--- config.mk ---
export PLATFORM = sky130hd
export DESIGN_NAME = alt_frame_sequencer
export DESIGN_NICKNAME = d
export VERILOG_FILES = /design/src/rtl/alt_pkg.sv /design/src/rtl/alt_raster_counter.sv /design/src/rtl/alt_frame_sequencer.sv
export SDC_FILE = /design/constraint.sdc
export NUM_CORES = 1
export LEC_CHECK = 0
export ABC_AREA = 1
export CAP_MARGIN = 25
export CORE_MARGIN = 1
export CORE_UTILIZATION = 42
export CTS_CLUSTER_SIZE = 12
export DETAILED_ROUTE_END_ITERATION = 8
export PLACE_DENSITY = 0.72
export SETUP_SLACK_MARGIN = 0.05
export SYNTH_ARGS = -nofsm -noshare
export SYNTH_HDL_FRONTEND = slang
export SYNTH_SLANG_ARGS = --single-unit
--- constraint.sdc ---
create_clock -name clk_pixl -period 3.05 [get_ports clk_pixl]
set_input_delay 0.4575 -clock clk_pixl [delete_from_list [all_inputs] [get_ports clk_pixl]]
set_output_delay 0.4575 -clock clk_pixl [all_outputs]
set_load 0.005 [all_outputs]
--- src/rtl/alt_pkg.sv ---
// Shared definitions for the ALT frame sequencer slice.
//   - 2-bit FSM state encodings and the matching enum
//   - default raster geometry and drain length
//   - counter widths and RGB565 field offsets
package alt_pkg;

  localparam int H_ACTIVE_DEF     = 640;
  localparam int V_ACTIVE_DEF     = 480;
  localparam int DRAIN_CYCLES_DEF = 6;

  localparam int CNT_W   = 10;  // raster counters; geometry must fit in 1024
  localparam int DRAIN_W = 4;   // drain counter; DRAIN_CYCLES must be 1..15
  localparam int RGB_W   = 16;

  // RGB565 layout {R5,G6,B5}
  localparam int R_LSB = 11;
  localparam int R_W   = 5;
  localparam int G_LSB = 5;
  localparam int G_W   = 6;
  localparam int B_LSB = 0;
  localparam int B_W   = 5;

  localparam logic [1:0] ST_IDLE_ENC     = 2'd0;
  localparam logic [1:0] ST_WAIT_SOF_ENC = 2'd1;
  localparam logic [1:0] ST_RUN_ENC      = 2'd2;
  localparam logic [1:0] ST_DRAIN_ENC    = 2'd3;

  typedef enum logic [1:0] {
    ST_IDLE     = ST_IDLE_ENC,
    ST_WAIT_SOF = ST_WAIT_SOF_ENC,
    ST_RUN      = ST_RUN_ENC,
    ST_DRAIN    = ST_DRAIN_ENC
  } state_e;

endpackage

--- src/rtl/alt_raster_counter.sv ---
// X/Y raster position counter for the paired pixel stream.
//   clk_pixl, reset : pixel clock, asynchronous active-low reset
//   clr             : return to (0,0); wins over inc
//   inc             : advance one pixel, wrapping X at the line end and Y at the frame end
//   x, y            : current column / row
//   eol             : x is the last column
//   eof             : x,y is the last pixel of the frame
module alt_raster_counter
  import alt_pkg::*;
#(
  parameter int H_ACTIVE = H_ACTIVE_DEF,
  parameter int V_ACTIVE = V_ACTIVE_DEF
) (
  input  logic             clk_pixl,
  input  logic             reset,
  input  logic             clr,
  input  logic             inc,
  output logic [CNT_W-1:0] x,
  output logic [CNT_W-1:0] y,
  output logic             eol,
  output logic             eof
);

  localparam logic [CNT_W-1:0] X_LAST = CNT_W'(H_ACTIVE - 1);
  localparam logic [CNT_W-1:0] Y_LAST = CNT_W'(V_ACTIVE - 1);

  assign eol = (x == X_LAST);
  assign eof = eol && (y == Y_LAST);

  // NOTE: clocked state is updated with non-blocking assignments so every
  // register samples pre-edge values regardless of statement order.
  always_ff @(posedge clk_pixl or negedge reset) begin
    if (!reset) begin
      x <= '0;
      y <= '0;
    end else if (clr) begin
      x <= '0;
      y <= '0;
    end else if (inc) begin
      if (eol) begin
        x <= '0;
        y <= eof ? '0 : y + 1'b1;
      end else begin
        x <= x + 1'b1;
      end
    end
  end

endmodule

--- src/rtl/alt_frame_sequencer.sv ---
// Frame-level controller ahead of the ALT statistics datapath.
// Pairs DVI and CCD RGB565 pixels one-for-one, supplies raster coordinates,
// and brackets each frame with SOF alignment, a pipeline drain and a
// results-valid pulse.
//   clk_pixl, reset          : pixel clock, asynchronous active-low reset
//   enable_i                 : 1 = run frames, 0 = abort to IDLE
//   sof_i                    : start-of-frame pulse common to both streams
//   dvi_valid_i/rgb_i/ready_o: DVI stream handshake
//   ccd_valid_i/rgb_i/ready_o: CCD stream handshake
//   alt_valid_o, alt_syncX_o, alt_syncY_o, alt_dvi_rgb_o, alt_ccd_rgb_o
//                            : registered paired pixel to the datapath
//   stats_valid_o            : 1-cycle pulse, frame results valid
//   busy_o                   : in RUN or DRAIN
//   frame_cnt_o              : completed frames, wrapping
//   sync_err_o               : sticky, SOF seen mid-frame
module alt_frame_sequencer
  import alt_pkg::*;
#(
  parameter int H_ACTIVE     = H_ACTIVE_DEF,
  parameter int V_ACTIVE     = V_ACTIVE_DEF,
  parameter int DRAIN_CYCLES = DRAIN_CYCLES_DEF
) (
  input  logic             clk_pixl,
  input  logic             reset,
  input  logic             enable_i,
  input  logic             sof_i,
  input  logic             dvi_valid_i,
  input  logic [RGB_W-1:0] dvi_rgb_i,
  output logic             dvi_ready_o,
  input  logic             ccd_valid_i,
  input  logic [RGB_W-1:0] ccd_rgb_i,
  output logic             ccd_ready_o,
  output logic             alt_valid_o,
  output logic [CNT_W-1:0] alt_syncX_o,
  output logic [CNT_W-1:0] alt_syncY_o,
  output logic [RGB_W-1:0] alt_dvi_rgb_o,
  output logic [RGB_W-1:0] alt_ccd_rgb_o,
  output logic             stats_valid_o,
  output logic             busy_o,
  output logic [15:0]      frame_cnt_o,
  output logic             sync_err_o
);

  localparam logic [DRAIN_W-1:0] DRAIN_LAST = DRAIN_W'(DRAIN_CYCLES - 1);
  // Cycle before the last drain cycle; only meaningful when DRAIN_CYCLES >= 2.
  localparam logic [DRAIN_W-1:0] DRAIN_PRE  = DRAIN_W'(DRAIN_CYCLES - 2);

  state_e             state, next_state;
  logic [CNT_W-1:0]   x, y;
  logic               eol, eof;
  logic [DRAIN_W-1:0] drain_cnt;
  logic               pair_ok, accept, last_accept, drain_last;
  logic               raster_clr, stats_next;

  // Both streams hand over together; a lone valid stream is never consumed.
  assign pair_ok     = (state == ST_RUN) && dvi_valid_i && ccd_valid_i;
  assign dvi_ready_o = pair_ok;
  assign ccd_ready_o = pair_ok;

  // A mid-frame SOF wins: the handshake completes but the pixel is dropped.
  assign accept      = pair_ok && !sof_i;
  assign last_accept = accept && eol && eof;
  assign drain_last  = (state == ST_DRAIN) && (drain_cnt == DRAIN_LAST);

  alt_raster_counter #(
    .H_ACTIVE (H_ACTIVE),
    .V_ACTIVE (V_ACTIVE)
  ) u_raster (
    .clk_pixl (clk_pixl),
    .reset    (reset),
    .clr      (raster_clr),
    .inc      (accept),
    .x        (x),
    .y        (y),
    .eol      (eol),
    .eof      (eof)
  );

  // NOTE: every signal written here gets a default first so no path through
  // the block can leave it unassigned and infer a latch.
  always_comb begin
    next_state = state;
    raster_clr = 1'b0;
    stats_next = 1'b0;
    if (!enable_i) begin
      next_state = ST_IDLE;
      raster_clr = 1'b1;
    end else begin
      case (state)
        ST_IDLE:     next_state = ST_WAIT_SOF;
        ST_WAIT_SOF: begin
          if (sof_i) begin
            next_state = ST_RUN;
            raster_clr = 1'b1;
          end
        end
        ST_RUN: begin
          if (sof_i) begin
            raster_clr = 1'b1;
          end else if (last_accept) begin
            next_state = ST_DRAIN;
            // With a single drain cycle the pulse lands right after the last accept.
            stats_next = (DRAIN_CYCLES == 1);
          end
        end
        ST_DRAIN: begin
          if (drain_last) begin
            next_state = ST_WAIT_SOF;
          end else if (drain_cnt == DRAIN_PRE) begin
            stats_next = 1'b1;
          end
        end
        default:     next_state = ST_IDLE;
      endcase
    end
  end

  always_ff @(posedge clk_pixl or negedge reset) begin
    if (!reset) begin
      state <= ST_IDLE;
    end else begin
      state <= next_state;
    end
  end

  // Held at zero outside DRAIN, so it reads 0 in the first drain cycle.
  always_ff @(posedge clk_pixl or negedge reset) begin
    if (!reset) begin
      drain_cnt <= '0;
    end else if (state != ST_DRAIN) begin
      drain_cnt <= '0;
    end else begin
      drain_cnt <= drain_cnt + 1'b1;
    end
  end

  // Status outputs are registered from the next-state decode so they line up
  // with the state they describe without a combinational path to the ports.
  always_ff @(posedge clk_pixl or negedge reset) begin
    if (!reset) begin
      busy_o        <= 1'b0;
      stats_valid_o <= 1'b0;
      frame_cnt_o   <= '0;
      sync_err_o    <= 1'b0;
      alt_valid_o   <= 1'b0;
      alt_syncX_o   <= '0;
      alt_syncY_o   <= '0;
      alt_dvi_rgb_o <= '0;
      alt_ccd_rgb_o <= '0;
    end else begin
      busy_o        <= (next_state == ST_RUN) || (next_state == ST_DRAIN);
      stats_valid_o <= stats_next;
      if (stats_next) begin
        frame_cnt_o <= frame_cnt_o + 1'b1;
      end
      // Sticky until the block is disabled; disable also clears it.
      sync_err_o  <= enable_i && (sync_err_o || ((state == ST_RUN) && sof_i));
      alt_valid_o <= accept;
      if (accept) begin
        alt_syncX_o   <= x;
        alt_syncY_o   <= y;
        alt_dvi_rgb_o <= dvi_rgb_i;
        alt_ccd_rgb_o <= ccd_rgb_i;
      end
    end
  end

endmodule

==> flow_summary_export.csv <==
group,metric,value,unit
run_status,status,"complete, no violations",
die,die_area,11300,sq um
job,maxCapViolCount,0,
critical_path,slowest_delay,0.50,ns
finish,layout_commonest_cell,"nand2_1",
critical_path,cp.required,2.59,ns
worst_hold_path,hold_path.class,"input port to async pin",
drt,ant_nets,0,
power_and_ir_drop,power.total,2.56,mW
global_routing,track_usage,0.183,
synthesis,syn_nets,571,
drt,drt_first_pass_iters,4,
drt,totalWireLength,9770,um
synthesis,seq_area_frac_synth,0.537,
power_and_ir_drop,ir_drop,206,uV
cts,cts_max_level,3,
global_routing,grt.overflow.total,0,
critical_path,critPathMaxFanout,5,
placed_design,post-place-ws,0.761,ns
die,ios,112,
placed_design,port-buffer-count,111,
global_routing,grt_pass1_wl,16500,um
die,die_y,106,um
timing,worst_slack,0.715,ns
critical_path,cp_common_cell,"inv_1",
finish,final_cell_mix,"185 x nand2_1, 110 x clkdlybuf4s50_1, 98 x dfrtp_1",
drt,drt_iter0_drc,234,
cts,post_cts_buffers,0,
timing,final_max_slew_viol_count,0,
timing,rsz0062_at_grt,"false",
synthesis,synth_cells,522,
synthesis,mappedNetlistArea,4570,sq um
cts,cts_sinks,98,
power_and_ir_drop,p_per_area,429,nW/um^2
die,dieWidth,106,um
timing,relSlewSlack,0.345,
global_routing,antenna_found_initial,0,
timing,tns,0,ns
global_routing,grt_pass1_vias,3601,
die,start_util,0.438,
die,coreArea,10400,sq um
critical_path,arrival,1.88,ns
placed_design,place.gp.congestion,0.900,
finish,areaGrowthSynthToFinish,30.9,%
placed_design,hpwlAfterDp,7110,um
finish,nNetsFinal,681,
synthesis,synthDistinctLibCells,34,
finish,antenna_cells,0,
cts,hold_buffers,0,
finish,fin_util,0.574,
critical_path,setup.worst_path.start_class,"flop",
synthesis,synth_area_per_cell,8.75,sq um
timing,hold_viol_final,0,
cts,root_buffer,"clkbuf_8",
synthesis,ys_ff_latch,98,
drt,wire_per_inst,12.6,um
critical_path,endpoint_kind,"output port",
timing,fin_crit_sh,0.766,
timing,finClkSkew,0.0139,ns
drt,vias_per_cell,4.77,
cts,ctsLongestPathBuffers,2,
finish,drive_gt1_frac,0.0769,
die,num_rows,37,
synthesis,yosysWarnings,0,
critical_path,cpMaxStageDelayCell,"clkdlybuf4s50_1",
cts,clk_latency,0.35,ns
cts,clkSlewWorstSetupHoldPaths,0.10,ns
power_and_ir_drop,leakage,2.80,nW
timing,setup_viol,0,
drt,drc,0,
timing,worst_pin_slew,0.980,ns
drt,vias,3690,
cts,cts_resized,0,
cts,cts_tree,"built",
timing,fin_crit,2.34,ns
global_routing,grt_max_degree,69,
cts,cts_buffers,9,
timing,fmax,0.428,GHz
critical_path,path_class,"flop to output port",
critical_path,cp_cell_sequence,"inv_1 > ha_1 > nand3_2 > inv_1 > clkdlybuf4s50_1",
-- final timing paths --
check / from / endpoint / slack (ns) / cells past startpoint
max in group asynchronous: reset / alt_ccd_rgb_o[7]$_DFFE_PN0P_ / 2.27 / 2
setup / recovery: state[0]$_DFF_PN0_ / dvi_ready_o / 0.71 / 5
setup reg to reg: state[0]$_DFF_PN0_ / alt_syncY_o[2]$_DFFE_PN0P_ / 1.02 / 7
hold / removal: reset / u_raster.y[1]$_DFFE_PN0P_ / 0.09 / 1
hold reg to reg: alt_ccd_rgb_o[2]$_DFFE_PN0P_ / alt_ccd_rgb_o[2]$_DFFE_PN0P_ / 0.48 / 2
min in group clk_pixl: alt_ccd_rgb_o[2]$_DFFE_PN0P_ / alt_ccd_rgb_o[2]$_DFFE_PN0P_ / 0.48 / 2
-- sequential cells by signal, indices dropped and copies added, names as in the netlist --
name and cells:
alt_ccd_rgb_o 16, alt_dvi_rgb_o 16, alt_syncX_o 10, alt_syncY_o 10, alt_valid_o 1, busy_o 1, drain_cnt 4, frame_cnt_o 16
state 2, stats_valid_o 1, sync_err_o 1, u_raster.x 10, u_raster.y 10
-- metal layers --
layer  wire [um]  global-route usage  vias up
met5           0                   0        -
met3         485              0.0276        4
met2        4770               0.305      103
met4          72              0.0754        0
li1            -                   -     1859
met1        4440               0.237     1724
-- synthesized netlist by cell type (all sizes together) --
master | instances | area share
nand2 | 192 | 0.16
dfrtp | 98 | 0.54
inv | 49 | 0.041
nor2 | 44 | 0.051
o21ai | 32 | 0.038
nand3 | 30 | 0.035
a21oi | 11 | 0.013
ha | 11 | 0.030
buf | 10 | 0.018
nand4 | 9 | 0.012
xnor2 | 9 | 0.017
xor2 | 9 | 0.017
nor3 | 7 | 0.010
clkbuf | 4 | 0.0033
a311oi | 2 | 0.0038
clkinv | 1 | 0.00082
nand3b | 1 | 0.0016
o21a | 1 | 0.0016
o22ai | 1 | 0.0014
o31ai | 1 | 0.0016
-- per-stage QoR --
step	instances	cell area, sq um	hold WS (ns)
floorplan	522	4570	0.162
global placement	757	5770	0.455
detailed placement	757	5770	0.462
CTS	773	5980	0.112
global route	773	5980	0.137
finish	773	5980	0.0940
-- power breakdown --
group / internal, mW / switching [mW] / total, mW
combinational: 0.177 / 0.143 / 0.321
clock: 0.407 / 0.437 / 0.844
sequential: 1.36 / 0.0360 / 1.40
-- layout make-up --
type / instances / area, sq um
Timing Repair Buffer: 113 / 1140
Tap cell: 136 / 170
Inverter: 50 / 190
Clock inverter: 5 / 61.3
Fill cell: 929 / 4440
Clock buffer: 11 / 141
Multi-Input combinational cell: 360 / 1830
Sequential cell: 98 / 2450
-- kinds of logic after synthesis --
group,count (synthesis),synth area share
simple gates,283,0.275
flops,98,0.537
buf+inv,64,0.0630
compound gates,48,0.0597
xor+xnor,18,0.0345
fa+ha+maj,11,0.0301
-- worst max-delay path: cells and delay by family (launching register included) --
family,cells,cell delay (ns)
adder cells (fa/ha/maj),1,0.24
flip-flops,1,0.41
AND/OR/NAND/NOR,1,0.13
buffers and inverters,3,0.75
Power figures use the tool's default switching activity.
